## src/rtl/full_st0_in_ctrl_pkg.sv

```systemverilog
// Shared types and default geometry for the stage-0 input sequencer.
//   float_24_8     : 32-bit packed sample (24-bit mantissa, 8-bit exponent)
//   rd_state_e     : read-side FSM state encoding
//   ST0_*          : default widths and frame length used by the stage
package full_st0_in_ctrl_pkg;

  localparam int ST0_DATA_WIDTH = 32;
  localparam int ST0_ADDR_WIDTH = 6;
  localparam int ST0_FRAME_LEN  = 32;
  localparam int ST0_DROP_W     = 8;

  typedef logic [ST0_DATA_WIDTH-1:0] float_24_8;

  typedef enum logic {
    RD_IDLE = 1'b0,
    RD_BUSY = 1'b1
  } rd_state_e;

endpackage

```

## src/rtl/full_st0_in_bank_fsm.sv

```systemverilog
// Read-side bank tracker for the ping-pong data memory.
// Owns the per-bank full flags, the bank the stage is reading and the
// IDLE/BUSY handshake with the stage.
//   clk, reset   : clock, async active-high reset
//   set_full     : write side completed a bank this cycle
//   set_bank     : which bank was completed
//   read_finish  : stage has consumed the current read bank
//   full[1:0]    : per-bank full flags
//   rd_bank      : bank the stage reads (registered)
//   frame_start  : one-cycle pulse when the read bank becomes ready
//   busy         : stage is reading rd_bank
//
// state   | meaning
// --------+--------------------------------------------------------
// RD_IDLE | waiting for full[rd_bank]; read_finish ignored
// RD_BUSY | stage owns rd_bank; waiting for read_finish to free it
module full_st0_in_bank_fsm
  import full_st0_in_ctrl_pkg::*;
(
  input  logic       clk,
  input  logic       reset,
  input  logic       set_full,
  input  logic       set_bank,
  input  logic       read_finish,
  output logic [1:0] full,
  output logic       rd_bank,
  output logic       frame_start,
  output logic       busy
);

  rd_state_e state;

  always_ff @(posedge clk or posedge reset) begin
    if (reset) begin
      state       <= RD_IDLE;
      full        <= 2'b00;
      rd_bank     <= 1'b0;
      frame_start <= 1'b0;
      busy        <= 1'b0;
    end else begin
      frame_start <= 1'b0;
      case (state)
        RD_IDLE: begin
          if (full[rd_bank]) begin
            frame_start <= 1'b1;
            busy        <= 1'b1;
            state       <= RD_BUSY;
          end
        end
        RD_BUSY: begin
          if (read_finish) begin
            full[rd_bank] <= 1'b0;
            rd_bank       <= ~rd_bank;
            busy          <= 1'b0;
            state         <= RD_IDLE;
          end
        end
        default: state <= RD_IDLE;
      endcase
      // Set and clear always target different banks, so both land.
      if (set_full) full[set_bank] <= 1'b1;
    end
  end

  // The write side stalls on a full bank, so it can never complete one.
  a_no_set_on_full: assert property (@(posedge clk) disable iff (reset)
    set_full |-> !full[set_bank]);

endmodule

```

## src/rtl/full_st0_in_ctrl.sv

```systemverilog
// Stage-0 upstream input sequencer.
// Accepts a valid/ready/first sample stream into a two-bank ping-pong data
// memory, issues frame_start per completed bank and frees banks on read_finish.
//   clk, reset              : clock, async active-high reset
//   stage_in/_vld/_fst/_rdy : input sample stream
//   data_value/_write_addr  : data-memory write port, addr = {bank, index}
//   data_valid              : data-memory write strobe (1 cycle after accept)
//   read_finish             : stage done with current read bank
//   frame_start, frame_bank : read bank ready pulse and its bank number
//   busy                    : stage is reading a bank
//   drop_cnt                : saturating count of frames aborted by early fst
module full_st0_in_ctrl
  import full_st0_in_ctrl_pkg::*;
#(
  parameter int DATA_WIDTH = ST0_DATA_WIDTH,
  parameter int ADDR_WIDTH = ST0_ADDR_WIDTH,
  parameter int FRAME_LEN  = ST0_FRAME_LEN,
  parameter int DROP_W     = ST0_DROP_W
) (
  input  logic                  clk,
  input  logic                  reset,
  input  logic [DATA_WIDTH-1:0] stage_in,
  input  logic                  stage_in_vld,
  input  logic                  stage_in_fst,
  output logic                  stage_in_rdy,
  output logic [DATA_WIDTH-1:0] data_value,
  output logic [ADDR_WIDTH-1:0] data_write_addr,
  output logic                  data_valid,
  input  logic                  read_finish,
  output logic                  frame_start,
  output logic                  frame_bank,
  output logic                  busy,
  output logic [DROP_W-1:0]     drop_cnt
);

  localparam int IDX_W = ADDR_WIDTH - 1;
  localparam logic [IDX_W-1:0] LAST_IDX = IDX_W'(FRAME_LEN - 1);

  logic [1:0]       full;
  logic             wr_bank;
  logic [IDX_W-1:0] wr_idx;
  logic [IDX_W-1:0] idx_used;
  logic             accept;
  logic             last_sample;
  logic             early_fst;

  // Ready depends only on registered state, never on stage_in_vld.
  assign stage_in_rdy = ~full[wr_bank];
  assign accept       = stage_in_vld & stage_in_rdy;

  // fst restarts the frame at index 0; at index 0 it changes nothing.
  assign idx_used    = stage_in_fst ? '0 : wr_idx;
  assign last_sample = (idx_used == LAST_IDX);
  assign early_fst   = stage_in_fst & (wr_idx != '0);

  always_ff @(posedge clk or posedge reset) begin
    if (reset) begin
      wr_bank         <= 1'b0;
      wr_idx          <= '0;
      data_valid      <= 1'b0;
      data_value      <= '0;
      data_write_addr <= '0;
      drop_cnt        <= '0;
    end else begin
      data_valid <= accept;
      if (accept) begin
        data_value      <= stage_in;
        data_write_addr <= {wr_bank, idx_used};
        if (last_sample) begin
          wr_bank <= ~wr_bank;
          wr_idx  <= '0;
        end else begin
          wr_idx <= idx_used + IDX_W'(1);
        end
        if (early_fst && (drop_cnt != '1)) drop_cnt <= drop_cnt + DROP_W'(1);
      end
    end
  end

  full_st0_in_bank_fsm u_bank_fsm (
    .clk         (clk),
    .reset       (reset),
    .set_full    (accept & last_sample),
    .set_bank    (wr_bank),
    .read_finish (read_finish),
    .full        (full),
    .rd_bank     (frame_bank),
    .frame_start (frame_start),
    .busy        (busy)
  );

endmodule

```

## config.mk

```make
export PLATFORM = sky130hd
export DESIGN_NAME = full_st0_in_ctrl
export DESIGN_NICKNAME = d
export VERILOG_FILES = /design/src/rtl/full_st0_in_ctrl_pkg.sv /design/src/rtl/full_st0_in_bank_fsm.sv /design/src/rtl/full_st0_in_ctrl.sv
export SDC_FILE = /design/constraint.sdc
export NUM_CORES = 1
export LEC_CHECK = 0
export ABC_AREA = 1
export CORE_MARGIN = 1.5
export CORE_UTILIZATION = 45
export DETAILED_ROUTE_END_ITERATION = 10
export PLACE_DENSITY = 0.83
export SKIP_CTS_REPAIR_TIMING = 1
export SLEW_MARGIN = 20
export SYNTH_ARGS = -nofsm -noshare
export SYNTH_HDL_FRONTEND = slang
export SYNTH_SLANG_ARGS = --single-unit
```

## constraint.sdc

```tcl
create_clock -name clk -period 2.1 [get_ports clk]
set_input_delay 0.21 -clock clk [delete_from_list [all_inputs] [get_ports clk]]
set_output_delay 0.21 -clock clk [all_outputs]
set_load 0.1 [all_outputs]
```

## Yosys cells after proc, flatten, opt, wreduce, memory -nomap -nowiden

Cells that the tools add are included.
W data, S select, Z words.

| operators by class | value |
|---|---|
| add/subtract/negate cells | 2 |
| $lt $le $gt $ge | 4 |
| equality and inequality tests | 4 |
| muxes and demuxes | 20 |
| bitwise logic cells | 10 |
| reduce and logical (&&, ||, !) cells | 8 |

Operators with widths:

| kind | count |
|---|---|
| $mux W1 | 11 |
| $mux W5 | 2 |
| $add A8 B1 Y8 const B | 1 |
| $ne A8 B8 Y1 const B | 1 |
| $reduce_and A2 Y1 | 4 |
| $mux W2 | 3 |
| $add A5 B1 Y5 const B | 1 |
| $eq A5 B5 Y1 const B | 1 |
| $reduce_bool A5 Y1 | 1 |
| $lt A1 B2 Y1 const B | 2 |
| $not A1 Y1 | 4 |
| $pmux W1 S2 | 2 |
| $and A1 B1 Y1 | 3 |
| $logic_and A1 B1 Y1 | 3 |
| $and A2 B2 Y2 | 1 |
| $demux W1 S1 | 2 |
| $ge A1 B1 Y1 const B | 2 |
| $ne A2 B1 Y1 const B | 1 |
| $ne A2 B2 Y1 const B | 1 |
| $not A2 Y2 | 1 |
| $or A2 B2 Y2 | 1 |

| word-level totals | value |
|---|---|
| bits in registers | 59 |
| bits of input ports | 37 |
| output and inout port bits | 51 |
| logic and storage cells | 59 |

## Depth between registers and ports, before layout

| logic depth | value |
|---|---|
| depth after elaboration | 10 |
| gate-level depth with buffers | 9 |
| depth with buffers taken out | 9 |

## Hierarchy

Synthesis repeated with hierarchy kept, for this count alone.

| second synthesis, totals | value |
|---|---|
| cells, all modules | 311 |
| area total of the unflattened synthesis | 2582.5 um^2 |

Modules (own cells, without submodules):

| module | instances | cells each | area an instance (um^2) | seq. area each (um^2) |
|---|---|---|---|---|
| full_st0_in_ctrl | 1 | 283 | 2338.5 | 1326.3 |
| full_st0_in_bank_fsm | 1 | 28 | 244.0 | 150.1 |

## Worst setup path after synthesis

OpenSTA, ideal clock, no wires.

| path | value |
|---|---|
| path kind | register -> register |
| from | reg drop_cnt[1] |
| to | reg drop_cnt[2] |
| library setup time | 0.123 ns |
| data arrival time | 1.814 ns |
| required time | 1.977 ns |
| slack | 0.163 ns |
| stages on the path, launching flop included | 9 |
| path buffers | 0 |
| period minus slack after synthesis | 1.937 ns |
| cell sequence | dfrtp_1 > ha_1 > nand2_1 > nor2_1 > nand2_1 > inv_1 > nor2_4 > nand3_1 > nand2_1 |

| on the way | value |
|---|---|
| cells in the longest elaborated chain, start to end | 3 |
| elaborated cells on any way between the ends | 4 |
| classes of those cells | add/sub: 1; eq/ne: 1; reduce/logical: 2 |

Ends and longest elaborated chain:

| item | line | source |
|---|---|---|
| start, declared | full_st0_in_ctrl.sv:33 | `output logic [DROP_W-1:0] drop_cnt` |
| start signal, assigned | full_st0_in_ctrl.sv:75 | `if (early_fst && (drop_cnt != '1)) drop_cnt <= drop_cnt + DROP_W'(1);` |
| branches (longest 3 deep; another with $add A8 B1 Y8) | - |  |

Parallel ways; which one is timed is not known.
A chain may end at the register's enable or synchronous reset.

## Worst setup path after layout

| path | value |
|---|---|
| from | reg wr_idx[0] |
| to | reg u_bank_fsm.full[1] |

| on the way | value |
|---|---|
| cells in the longest elaborated chain, start to end | 4 |

Ends and longest elaborated chain:

| item | line | source |
|---|---|---|
| start, declared | full_st0_in_ctrl.sv:41 | `logic [IDX_W-1:0] wr_idx;` |
| start signal, assigned | full_st0_in_ctrl.sv:73 | `wr_idx <= idx_used + IDX_W'(1);` |
| $mux W5 | full_st0_in_ctrl.sv:52 | `assign idx_used = stage_in_fst ? '0 : wr_idx;` |
| named net idx_used[0] | full_st0_in_ctrl.sv:42 | `logic [IDX_W-1:0] idx_used;` |
| $eq A5 B5 Y1 | full_st0_in_ctrl.sv:53 | `assign last_sample = (idx_used == LAST_IDX);` |
| $and A1 B1 Y1 | full_st0_in_ctrl.sv:83 | `.set_full (accept & last_sample),` |
| $mux W2 | full_st0_in_bank_fsm.sv:61 | `if (set_full) full[set_bank] <= 1'b1;` |
| end signal, assigned | full_st0_in_bank_fsm.sv:36 | `full <= 2'b00;` |
| end signal, assigned by index | full_st0_in_bank_fsm.sv:52 | `full[rd_bank] <= 1'b0;` |
| end signal, assigned by index | full_st0_in_bank_fsm.sv:61 |  |
| end, declared | full_st0_in_bank_fsm.sv:25 | `output logic [1:0] full,` |

The timed path passes the listed nets, and every way through them passes these cells.

==> results.yml <==
synth:
  ys.flop_type: "dfrtp_1"
  synth_common_cells: "151 x nand2_1, 59 x dfrtp_1, 18 x inv_1"
  ys_types: 20
  ys_warn_count: 0
  post-synth-top-area-cell: "dfrtp_1"
  synth_top_area_frac: 0.5748
  yosysMostFrequentCell: "nand2_1"
  syn_nets: 340
  synth-seq-area-share: 0.5748
  ys_top_cells_by_area: "dfrtp_1 57%, nand2_1 22%, inv_1 2.6%, buf_6 2.6%, nand3_1 2.5%"
  synth_seq_cells: 59
  synth_edf_count: 0
  postSynth.asyncResetShare: 1.000
  syn-cell-area_sq_um: 2569
  synth_cells: 300
  syn_avg_cell_area_sq_um: 8.562
setup_path:
  crit_type: "register to register"
  cp-end-kind: "register"
  cp-endpoint: "u_bank_fsm.full[1]"
  arrival_ns: 1.80
  path_buf_inv: 1
  timing.rr.start: "wr_idx[0]"
  path_cells: "inv_1 > nor2_1 > ha_1 > nand2_1 > nor2_1 > ha_1 > nand2_2 > o21ai_0"
  path_max_fanout: 3
  reg2reg_setup_slack_ns: 0.54
  cp_top_family: "simple AND/OR/NAND/NOR gates"
  startpoint: "wr_idx[0]"
  worstRegToRegCells: 8
  slowest_stage: "dfrtp_1"
  critPathMaxStageDelay_ns: 0.37
  crit_cells: 8
  rr_endpoint: "u_bank_fsm.full[1]"
  critPathRequiredTime_ns: 2.34
  start_kind: "register"
final_layout:
  final_nets: 433
  area_growth_pct: 36.97
  fin_cells: 470
  antenna_cells: 0
  fill_cells: 456
  drive_above_1_share: 0.1960
global_routing:
  grt_pass1_wl_microns: 9080
  gr-total-overflow: 0
  grt_max_degree: 60
  grt_use_total: 0.1895
  grt_pass1_vias: 2104
  antenna_found_initial: 0
power_and_ir_drop:
  p_per_area_nw_per_um2: 1097
  p_leak_uw: 0.001856
  ir_drop_uv: 662.4
  power_uw: 3860
floorplan:
  die_area_sq_um: 6170
  die_h_microns: 78.55
  initial_core_util: 0.4665
  fp.dieW_microns: 78.55
  core-area_sq_um: 5507
  ioPinCount: 88
  row_count: 27
routing:
  wl_per_cell_microns: 11.47
  num_vias: 2202
  drtIter0Drc: 120
  drcViolationCount: 0
  wl_microns: 5392
  dr.pass1.iters: 4
  ant_nets: 0
  viasPerCell: 4.685
timing:
  max_freq_mhz: 640.8
  worst_pin_slew_ns: 0.3476
  fin_skew_ns: 0.007103
  final_max_slew_viol_count: 0
  setup_violations: 0
  finalCritPeriodShare: 0.7431
  slew_headroom: 0.7683
  fin_tns_setup_ns: 0
  finalHoldViolations: 0
  rsz0062_at_grt: "false"
  period_needed_ns: 1.561
  holdWs_ns: 0.2751
place:
  io_buffers: 87
  hpwl_microns: 3728
  finalWeightedCongestion: 0.8210
  dpl.cell_count: 454
clock_tree:
  clk_latency_ns: 0.33
  cts-root-buf: "clkbuf_8"
  path_clk_slew_ns: 0.07
  cts_num_sinks: 59
  cts_buffer_depth: 2
  cts.htree.levels: 3
  numCtsBuffers: 9
  cts_tree: "yes"
min_path:
  holdCritPathClass: "primary input to asynchronous set/reset pin"
run:
  max_cap_violations: 0
run_status:
  outcome: "complete, no violations"
[power breakdown]
group          leakage (uW)  switching (uW)  internal, uW
clock             0.0000812             409           423
sequential         0.000739             118          1290
combinational       0.00104            1270           348
[layout make-up]
type                            instances  area, sq um  area share
Sequential cell                        59         1476      0.4196
Multi-Input combinational cell        212        933.4      0.2653
Inverter                               19        71.32     0.02027
Clock buffer                           13        138.9     0.03947
Clock inverter                          3        15.01    0.004267
Tap cell                               72        90.09     0.02560
Timing Repair Buffer                   92        793.3      0.2255
[metal layers]
| layer | part of all wire | track usage | vias up | wire length (microns) |
|---|---|---|---|---|
| met4 | 0.021 | 0.09821 | 0 | 111 |
| met1 | 0.45 | 0.2280 | 1011 | 2424 |
| li1 | - | - | 1111 | - |
| met2 | 0.47 | 0.3172 | 68 | 2517 |
| met3 | 0.063 | 0.04186 | 12 | 338 |
| met5 | 0 | 0 | - | 0 |
[cells by family (layout without fill, tap and decap cells)]
family	count (synthesis)	count (layout)	synth area share
XOR/XNOR	5	5	0.01705
flip-flops	59	59	0.5748
AO/OA/AOI/OAI	15	15	0.02971
adder cells (fa/ha/maj)	3	3	0.01461
AND/OR/NAND/NOR	189	189	0.3020
buffers and inverters	29	127	0.06186
[flip-flops by register name, summed over array words and instances, names as in the netlist, 2 cells and up]
signal           cells
u_bank_fsm.full      2
data_value          32
wr_idx               5
data_write_addr      6
drop_cnt             8
[how the worst min path moves through the flow]
stage | start | to | slack (ns) | cells past startpoint
floorplan | read_finish | u_bank_fsm.state | 0.31 | 1
global placement | data_value[19] | data_value[19] | 0.46 | 2
detailed placement | data_value[26] | data_value[26] | 0.46 | 2
CTS | reset | data_write_addr[5] | 0.28 | 3
global route | reset | data_value[4] | 0.31 | 3
finish | reset | data_value[24] | 0.28 | 3
[worst min-delay path, cell delays in order]
cell and delay [ns]:
clkdlybuf4s50_1 0.42, inv_2 0.08, buf_12 0.28
[cell usage in the layout (no fill, tap or decap)]
cell type	n
o21ai_1	3
nand2_2	3
xor2_1	4
or2_2	2
xnor2_1	1
clkinv_2	3
o21ai_0	11
o22ai_1	1
clkdlybuf4s50_1	36
nand4_4	1
nor2_4	2
nand3_1	13
buf_4	55
dfrtp_1	59
buf_12	1
inv_1	17
nor2_1	15
inv_2	2
nand3b_1	1
ha_1	3
clkbuf_1	4
clkbuf_8	9
nor3_1	1
nand2_1	151
[through the flow]
step           setup slack (ns)  cell area (sq um)  utilization
5_1_grt                  0.4186               3518       0.6389
4_1_cts                  0.5369               3518       0.6389
3_3_place_gp             0.3218               3364       0.6110
2_1_floorplan            0.1629               2569            -
6_report                 0.5394               3518       0.6389
3_5_place_dp             0.2354               3364       0.6110
No activity file was read; power rests on OpenSTA's default activity.
